$ cat src/rtl/blink_pattern_gen.sv
// LED pattern generator: a clock-enable divider advances a WIDTH-bit pattern
// every DIV enabled clocks in up, down, bounce or Johnson mode.
module blink_pattern_gen #(
  parameter int WIDTH = 8,
  parameter int DIV   = 25000000
) (
  input  logic             clk,
  input  logic             rst,
  input  logic             en,
  input  logic [1:0]       mode,
  output logic [WIDTH-1:0] q,
  output logic             tick
);

  localparam int CW = (DIV > 1) ? $clog2(DIV) : 1;
  localparam logic [CW-1:0] DIV_LAST = CW'(DIV - 1);

  typedef enum logic [1:0] {
    M_UP      = 2'b00,
    M_DOWN    = 2'b01,
    M_BOUNCE  = 2'b10,
    M_JOHNSON = 2'b11
  } mode_t;

  mode_t           mode_in;
  mode_t           mode_q;
  mode_t           mode_q_nxt;
  logic [CW-1:0]   div_cnt;
  logic [CW-1:0]   div_cnt_nxt;
  logic            dir;
  logic            dir_nxt;
  logic [WIDTH-1:0] q_nxt;
  logic [WIDTH-1:0] step_q;
  logic            step_dir;
  logic            tick_nxt;

  assign mode_in = mode_t'(mode);

  function automatic logic [WIDTH-1:0] seed(input mode_t m);
    case (m)
      M_DOWN:   seed = '1;
      M_BOUNCE: seed = WIDTH'(1);
      default:  seed = '0;
    endcase
  endfunction

  // Pattern value and bounce direction that a step would produce.
  always_comb begin
    step_q   = q;
    step_dir = dir;
    case (mode_q)
      M_UP:   step_q = q + WIDTH'(1);
      M_DOWN: step_q = q - WIDTH'(1);
      M_BOUNCE: begin
        if (!dir) begin
          if (q[WIDTH-1]) begin
            step_q   = q >> 1;
            step_dir = 1'b1;
          end else begin
            step_q   = q << 1;
            step_dir = step_q[WIDTH-1];
          end
        end else begin
          step_q   = q >> 1;
          step_dir = !step_q[0];
        end
      end
      default: step_q = {q[WIDTH-2:0], ~q[WIDTH-1]};
    endcase
  end

  // Mode change outranks a step; reset is applied in the register process.
  always_comb begin
    mode_q_nxt  = mode_q;
    q_nxt       = q;
    div_cnt_nxt = div_cnt;
    dir_nxt     = dir;
    tick_nxt    = 1'b0;
    if (mode_in != mode_q) begin
      mode_q_nxt  = mode_in;
      q_nxt       = seed(mode_in);
      div_cnt_nxt = '0;
      dir_nxt     = 1'b0;
    end else if (en) begin
      if (div_cnt == DIV_LAST) begin
        div_cnt_nxt = '0;
        q_nxt       = step_q;
        dir_nxt     = step_dir;
        tick_nxt    = 1'b1;
      end else begin
        div_cnt_nxt = div_cnt + CW'(1);
      end
    end
  end

  always_ff @(posedge clk) begin
    if (rst) begin
      mode_q  <= mode_in;
      q       <= seed(mode_in);
      div_cnt <= '0;
      dir     <= 1'b0;
      tick    <= 1'b0;
    end else begin
      mode_q  <= mode_q_nxt;
      q       <= q_nxt;
      div_cnt <= div_cnt_nxt;
      dir     <= dir_nxt;
      tick    <= tick_nxt;
    end
  end

endmodule

$ cat config.mk
export PLATFORM = sky130hd
export DESIGN_NAME = blink_pattern_gen
export DESIGN_NICKNAME = d
export VERILOG_FILES = /design/src/rtl/blink_pattern_gen.sv
export SDC_FILE = /design/constraint.sdc
export NUM_CORES = 1
export LEC_CHECK = 0
export CAP_MARGIN = 20
export CORE_MARGIN = 10
export CORE_UTILIZATION = 50
export DETAILED_ROUTE_END_ITERATION = 16
export GPL_TIMING_DRIVEN = 1
export PLACE_DENSITY = 0.69
export SLEW_MARGIN = 20
export SYNTH_ARGS = -nofsm -noshare
export SYNTH_HDL_FRONTEND = slang
export SYNTH_SLANG_ARGS = --single-unit
$ cat constraint.sdc
create_clock -name clk -period 3.4 [get_ports clk]
set_clock_uncertainty 0.15 [all_clocks]
set_input_delay 0.34 -clock clk [delete_from_list [all_inputs] [get_ports clk]]
set_output_delay 0.34 -clock clk [all_outputs]
set_load 0.01 [all_outputs]
==> out/qor.csv, run 1 <==
stage;metric;value;unit
setup_path;slowest_stage;clkdlybuf4s50_1;
setup_path;worst_r2r_path_depth;10;
clock_tree;ctsHoldBuffers;0;
global_route;track_usage;11.8;%
synth;synth.cell_area;2130;um^2
clock_tree;clkTransAtPathRegs;0.07;ns
job;drv_cap;0;
setup_path;crit_chain;clkdlybuf4s50_1 > and3_1 > nand4_1 > nor4_1 > or2_1 > buf_4 > nor2_1;
clock_tree;clk_latency;0.29;ns
die;die_w;85.3;um
synth;synth.top_cell.area_share;25.4;%
synth;ys.flop_type;dfxtp_1;
setup_path;crit_buf_inv;2;
min_path;hold_class;flop to flop;
die;die-area;7270;um^2
synth;synth_fp_nets;252;
clock_tree;clockRootBuffer;clkbuf_8;
placed_design;port_buffers;13;
routing;first_pass_iters;4;
clock_tree;htreeDepth;2;
min_path;worstHoldStart;div_cnt[17];
synth;synth-seq-cells;37;
power;powerDensity;435;nW/um^2
setup_path;critPathKind;primary input to flop;
finish;drive_gt1_share;4.71;%
sta;timing.hold.ws;0.358;ns
sta;period_needed;2.50;ns
routing;drt_wl_total;4110;um
setup_path;endpoint_kind;flop;
routing;vias;1686;
clock_tree;cts_resized;0;
clock_tree;clockBufferDepth;2;
global_route;antenna_found_initial;0;
power;total_power;1030;uW
synth;ys_top_cells_by_area;dfxtp_1 25%, edfxtp_1 14%, xor2_1 6.6%;
finish;nFillCells;382;
placed_design;gp_congestion;0.835;
setup_path;timing.rr.end;q[6];
finish;design_area;2360;um^2
sta;setup_viol;0;
setup_path;rrSetupSlack;0.98;ns
sta;hold_viol_final;0;
run_status;status;complete, no violations;
die;num_rows;23;
sta;rsz0062_at_grt;false;
finish;area_growth;10.9;%
clock_tree;cts_made_buffers;5;
sta;worst_slew_pin_slew;0.672;ns
global_route;grt_first_pass_wirelength;7200;um
synth;yosys.area.top_type;dfxtp_1;
synth;synth_cell_types;43;
global_route;grt_max_degree;26;
sta;tns;0;ns
setup_path;worst_path_largest_cell_delay;0.56;ns
routing;viasPerCell;5.53;
routing;drc;0;
die;die_h;85.3;um
setup_path;cp_max_fo;25;
global_route;grt_pass1_vias;1603;
die;ios;14;
synth;synth-edff-count;10;
finish;nets;265;
synth;ys_seq_area_share;39.5;%
setup_path;cp-start-kind;primary input;
routing;wl_per_cell;13.5;um
clock_tree;post-cts-setup-buffer-count;0;
finish;post-route-util;58.2;%
die;core_area;4060;um^2
setup_path;cpLargestDelayFamily;simple AND/OR/NAND/NOR gates;
routing;ant_nets;0;
finish;antenna_cells;0;
min_path;whs_path_depth;2;
min_path;min_to;div_cnt[17];
global_route;grt_overflow;0;
placed_design;hpwl;2870;um
routing;drt_iter0_drc;82;
placed_design;placed_cell_area;2280;um^2
setup_path;cp.arrival;2.53;ns
synth;synthArstFlopShare;0;%
clock_tree;cts_sinks;37;
synth;ys_warn_count;0;
clock_tree;cts_tree;yes;
synth;synth_cells;241;
setup_path;cp_data_required_time;3.43;ns
sta;slew_viol_final;0;
sta;slew_headroom;55.1;%
setup_path;reg2reg_from;mode_q[0];
sta;fin_crit_sh;73.6;%
synth;syn_avg_cell_area;8.84;um^2
power;p_leak;0.000853;uW
synth;synth_common_cells;27 x dfxtp_1, 27 x nor2_1, 19 x o21ai_0;
sta;max_freq;400;MHz
die;initial_core_util;52.5;%
power;peakVddDrop;0.000268;V
worst reg2reg max path, stage by stage, from the launching register on:
cell and delay [ns]:
edfxtp_1 0.38, nor2b_1 0.14, buf_4 0.17, xor2_1 0.15, ha_1 0.24, o31a_1 0.26, o21ai_0 0.16, nand2b_1 0.07
a31oi_1 0.20, xor2_1 0.19, a21oi_1 0.08
kinds of logic after synthesis:
logic type,synth area share (%)
AOI/OAI and AO/OA,12.4
xor gates and xnor gates,12.3
adders and majority gates,3.52
buffers and inverters,4.58
DFF,39.5
muxes,4.35
and+or+nand+nor,23.4
worst max path at each step:
stage,cells past startpoint,start,slack (ns),endpoint
after CTS,7,en,0.90,div_cnt[24]
after floorplan,11,mode_q[1],1.05,q[6]
after global routing,7,en,0.73,div_cnt[15]
final,7,en,0.90,div_cnt[9]
after global placement,7,en,0.72,div_cnt[2]
after detailed placement,7,en,0.58,div_cnt[9]
final cells by class:
| cell class | instances | area, um^2 | share of cell area (%) |
|---|---|---|---|
| Clock buffer | 7 | 76.3 | 3.23 |
| Clock inverter | 1 | 3.75 | 0.159 |
| Inverter | 5 | 18.8 | 0.794 |
| Multi-Input combinational cell | 187 | 1190 | 50.5 |
| Sequential cell | 37 | 841 | 35.6 |
| Tap cell | 50 | 62.6 | 2.65 |
| Timing Repair Buffer | 18 | 168 | 7.10 |
cells in the final DEF (no fill, tap or decap), types with 2 or more instances in the layout:
master           instances
nor2_1                  27
dfxtp_1                 27
o21ai_0                 19
nand2_1                 17
xor2_1                  16
xnor2_1                 14
clkdlybuf4s50_1         13
edfxtp_1                10
a21oi_1                  9
nand4_1                  8
nand3_1                  8
nor3_1                   8
or3_1                    7
mux2i_1                  7
and3_1                   6
ha_1                     6
inv_1                    5
clkbuf_8                 5
buf_4                    5
and4_1                   3
a21o_1                   3
nor4_1                   3
nor2b_1                  2
o31a_1                   2
nand2b_1                 2
a31oi_1                  2
o211ai_1                 2
nand3b_1                 2
clkbuf_1                 2
report_power, final:
| part | switching [uW] | total [uW] | internal, uW |
|---|---|---|---|
| Combinational | 112 | 222 | 110 |
| Sequential | 36.5 | 513 | 477 |
| Clock | 149 | 292 | 143 |
| Total | 297 | 1030 | 730 |
stage by stage:
step | std cells | setup slack [ns]
after global routing | 305 | 0.728
after CTS | 305 | 0.904
after global placement | 297 | 0.717
after detailed placement | 297 | 0.582
final | 305 | 0.898
after floorplan | 241 | 1.05
state kept, by name (all words and copies together), names as in the netlist:
| register | cells |
|---|---|
| tick | 1 |
| div_cnt | 25 |
| q | 8 |
| mode_q | 2 |
| dir | 1 |
layer usage:
metal | track usage (%) | vias up | part of all wire [%]
li1 | - | 889 | -
met1 | 14.4 | 773 | 50
met2 | 18.3 | 17 | 44
met3 | 4.30 | 7 | 3.9
met4 | 4.94 | 0 | 1.8
met5 | 0 | - | 0
Power figures use the tool's default switching activity.
==> run 2, diff against run 1 <==
- clock period: 3.4 -> 2.5 ns (I/O delays scaled with it)
==> run 2 against run 1 <==
Count of clock-buffer cells in the layout decreased by 2. Non-clock buffer count up 8. Critical path depth is 2 higher. Cell area grew 2.9%. Combinational power up 50%. First-iteration DRC count is 3.7% lower. Setup slack got worse by 0.69 ns. Critical endpoint is now q[6]. Die area unchanged. Largest cell class unchanged. Via count rose by 3.3%. Global-route usage increased by 0.11 points. Sequential power increased by 33%. Largest power group unchanged. Routed wire length up 1.7%. Critical path type is now flop to flop.
==> out/qor.csv, run 2 (synthesis results as in run 1) <==
stage;metric;value;unit;change
clock_tree;cts_sinks;37;;unchanged
global_route;grt_pass1_vias;1627;;+1.5%
sta;slew_viol_final;0;;unchanged
routing;met3_length;163;um;+1.9%
routing;drc;0;;unchanged
routing;viasPerCell;5.57;;+0.68%
clock_tree;clkTransAtPathRegs;0.07;ns;about the same
routing;vias;1742;;+3.3%
global_route;antenna_found_initial;0;;unchanged
routing;first_pass_iters;4;;unchanged
sta;slew_headroom;76.6;%;+22 points
setup_path;worst_path_largest_cell_delay;0.39;ns;-0.17 ns
routing;ant_nets;0;;unchanged
finish;instances_no_fill;313;;+2.6%
sta;fin_crit_sh;91.8;%;
finish;nets;273;;+3.0%
finish;top_register;div_cnt;;
global_route;grt_overflow;0;;unchanged
die;die_w;85.3;um;unchanged
clock_tree;htreeDepth;2;;unchanged
setup_path;slowest_stage;edfxtp_1;;
sta;max_freq;436;MHz;
routing;wl_per_cell;13.3;um;-0.90%
routing;drt_iter0_drc;79;;-3.7%
die;num_rows;23;;unchanged
sta;timing.hold.ws;0.368;ns;+0.0106 ns
setup_path;cp.arrival;2.19;ns;-0.34 ns
global_route;grt_first_pass_wirelength;7300;um;+1.3%
clock_tree;ctsHoldBuffers;0;;unchanged
clock_tree;clockRootBuffer;clkbuf_8;;
routing;drt_wl_total;4180;um;+1.7%
finish;design_area;2430;um^2;+2.9%
finish;largest_reg_flops;25;;unchanged
sta;rsz0062_at_grt;false;;
clock_tree;cts_made_buffers;5;;unchanged
die;die-area;7270;um^2;unchanged
placed_design;hpwl;3030;um;+5.6%
finish;nFillCells;377;;-1.3%
setup_path;crit_top_cell;xor2_1;;
min_path;hold_class;flop to flop;;
placed_design;dp_cells;305;;+2.7%
clock_tree;clockBufferDepth;2;;unchanged
finish;area_growth;14.1;%;
clock_tree;clk_latency;0.29;ns;about the same
placed_design;port_buffers;13;;unchanged
routing;highest_layer;met4;;
global_route;grt_max_degree;26;;unchanged
power;powerDensity;584;nW/um^2;+34%
finish;largestRegisters;div_cnt (25), q (8), mode_q (2);;
routing;wl_met2;1940;um;+6.9%
power;p_leak;0.000897;uW;+5.2%
placed_design;gp_congestion;0.785;;-6.0%
clock_tree;cts_resized;0;;unchanged
min_path;worstHoldStart;div_cnt[17];;
clock_tree;post-cts-setup-buffer-count;0;;unchanged
power;peakVddDrop;0.000384;V;+44%
placed_design;placed_cell_area;2340;um^2;+2.6%
sta;hold_viol_final;0;;unchanged
setup_path;startpoint;mode_q[0];;
die;initial_core_util;52.5;%;unchanged
setup_path;cp-start-kind;flop;;
die;core_area;4060;um^2;unchanged
run_status;status;complete, no violations;;
routing;wl_met1;1980;um;-4.0%
sta;tns;0;ns;unchanged
die;die_h;85.3;um;unchanged
setup_path;cp_data_required_time;2.40;ns;-1.03 ns
setup_path;crit_chain;nor2b_2 > xor2_1 > ha_1 > o31a_1 > o21ai_0 > nand2b_1 > a31oi_1 > xor2_1 > a21oi_1;;
die;ios;14;;unchanged
job;drv_cap;0;;unchanged
clock_tree;cts_tree;yes;;
finish;drive_gt1_share;9.13;%;+4.4 points
setup_path;reg2reg_from;mode_q[0];;
setup_path;cp_max_fo;5;;-80%
finish;post-route-util;59.9;%;+1.7 points
sta;setup_viol;0;;unchanged
finish;antenna_cells;0;;unchanged
setup_path;endpoint_kind;flop;;
sta;period_needed;2.29;ns;
finish;final_cell_mix;27 x nor2_1, 27 x dfxtp_1, 19 x o21ai_0;;
sta;worst_slew_pin_slew;0.347;ns;-0.325 ns
global_route;track_usage;11.9;%;+0.11 points
setup_path;critPathKind;flop to flop;;
-- run 2: worst max-delay path: cells and delay by family (launching register included) --
kind | cells | cell delay (ns)
xor+xnor | 2 | 0.32
compound gates | 4 | 0.69
simple gates | 2 | 0.26
flops | 1 | 0.39
fa+ha+maj | 1 | 0.24
-- run 2: cell type report --
| class | count | area (um^2) | area share (%) |
|---|---|---|---|
| multi-input cells | 187 | 1190 | 49.2 |
| repair buffers | 26 | 228 | 9.37 |
| clock inverters | 3 | 17.5 | 0.721 |
| flip-flops and latches | 37 | 841 | 34.6 |
| inverters | 5 | 18.8 | 0.772 |
| well taps | 50 | 62.6 | 2.57 |
| clock buffers | 5 | 68.8 | 2.83 |
-- run 2: path summary, 6_finish.rpt --
check                      to  slack [ns]  cells past startpoint
setup / recovery         q[6]        0.21                      9
setup reg to reg         q[6]        0.21                      9
hold reg to reg   div_cnt[17]        0.37                      2
hold / removal    div_cnt[17]        0.37                      2
-- run 2: report_power, final --
group	switching, uW	internal, uW
clock	210	192
sequential	35.7	648
combinational	171	163
-- run 2: stage by stage --
stage / power (uW) / setup WS (ns)
3_5_place_dp: 1030 / 0.138
4_1_cts: 1440 / 0.118
5_1_grt: 1510 / 0.0171
6_report: 1420 / 0.205
2_1_floorplan: 916 / 0.153
3_3_place_gp: 1030 / 0.202
-- run 2: routing by layer --
metal	global-route usage, %	vias up
met5	0	-
met4	5.54	0
met3	3.44	9
met2	20.1	24
met1	13.5	810
li1	-	899
==> run 3, diff against run 2 <==
- CAP_MARGIN: 20 -> 0
==> results of run 3 <==
Same layout as run 2: the final DEF is identical, and so are final timing and power.
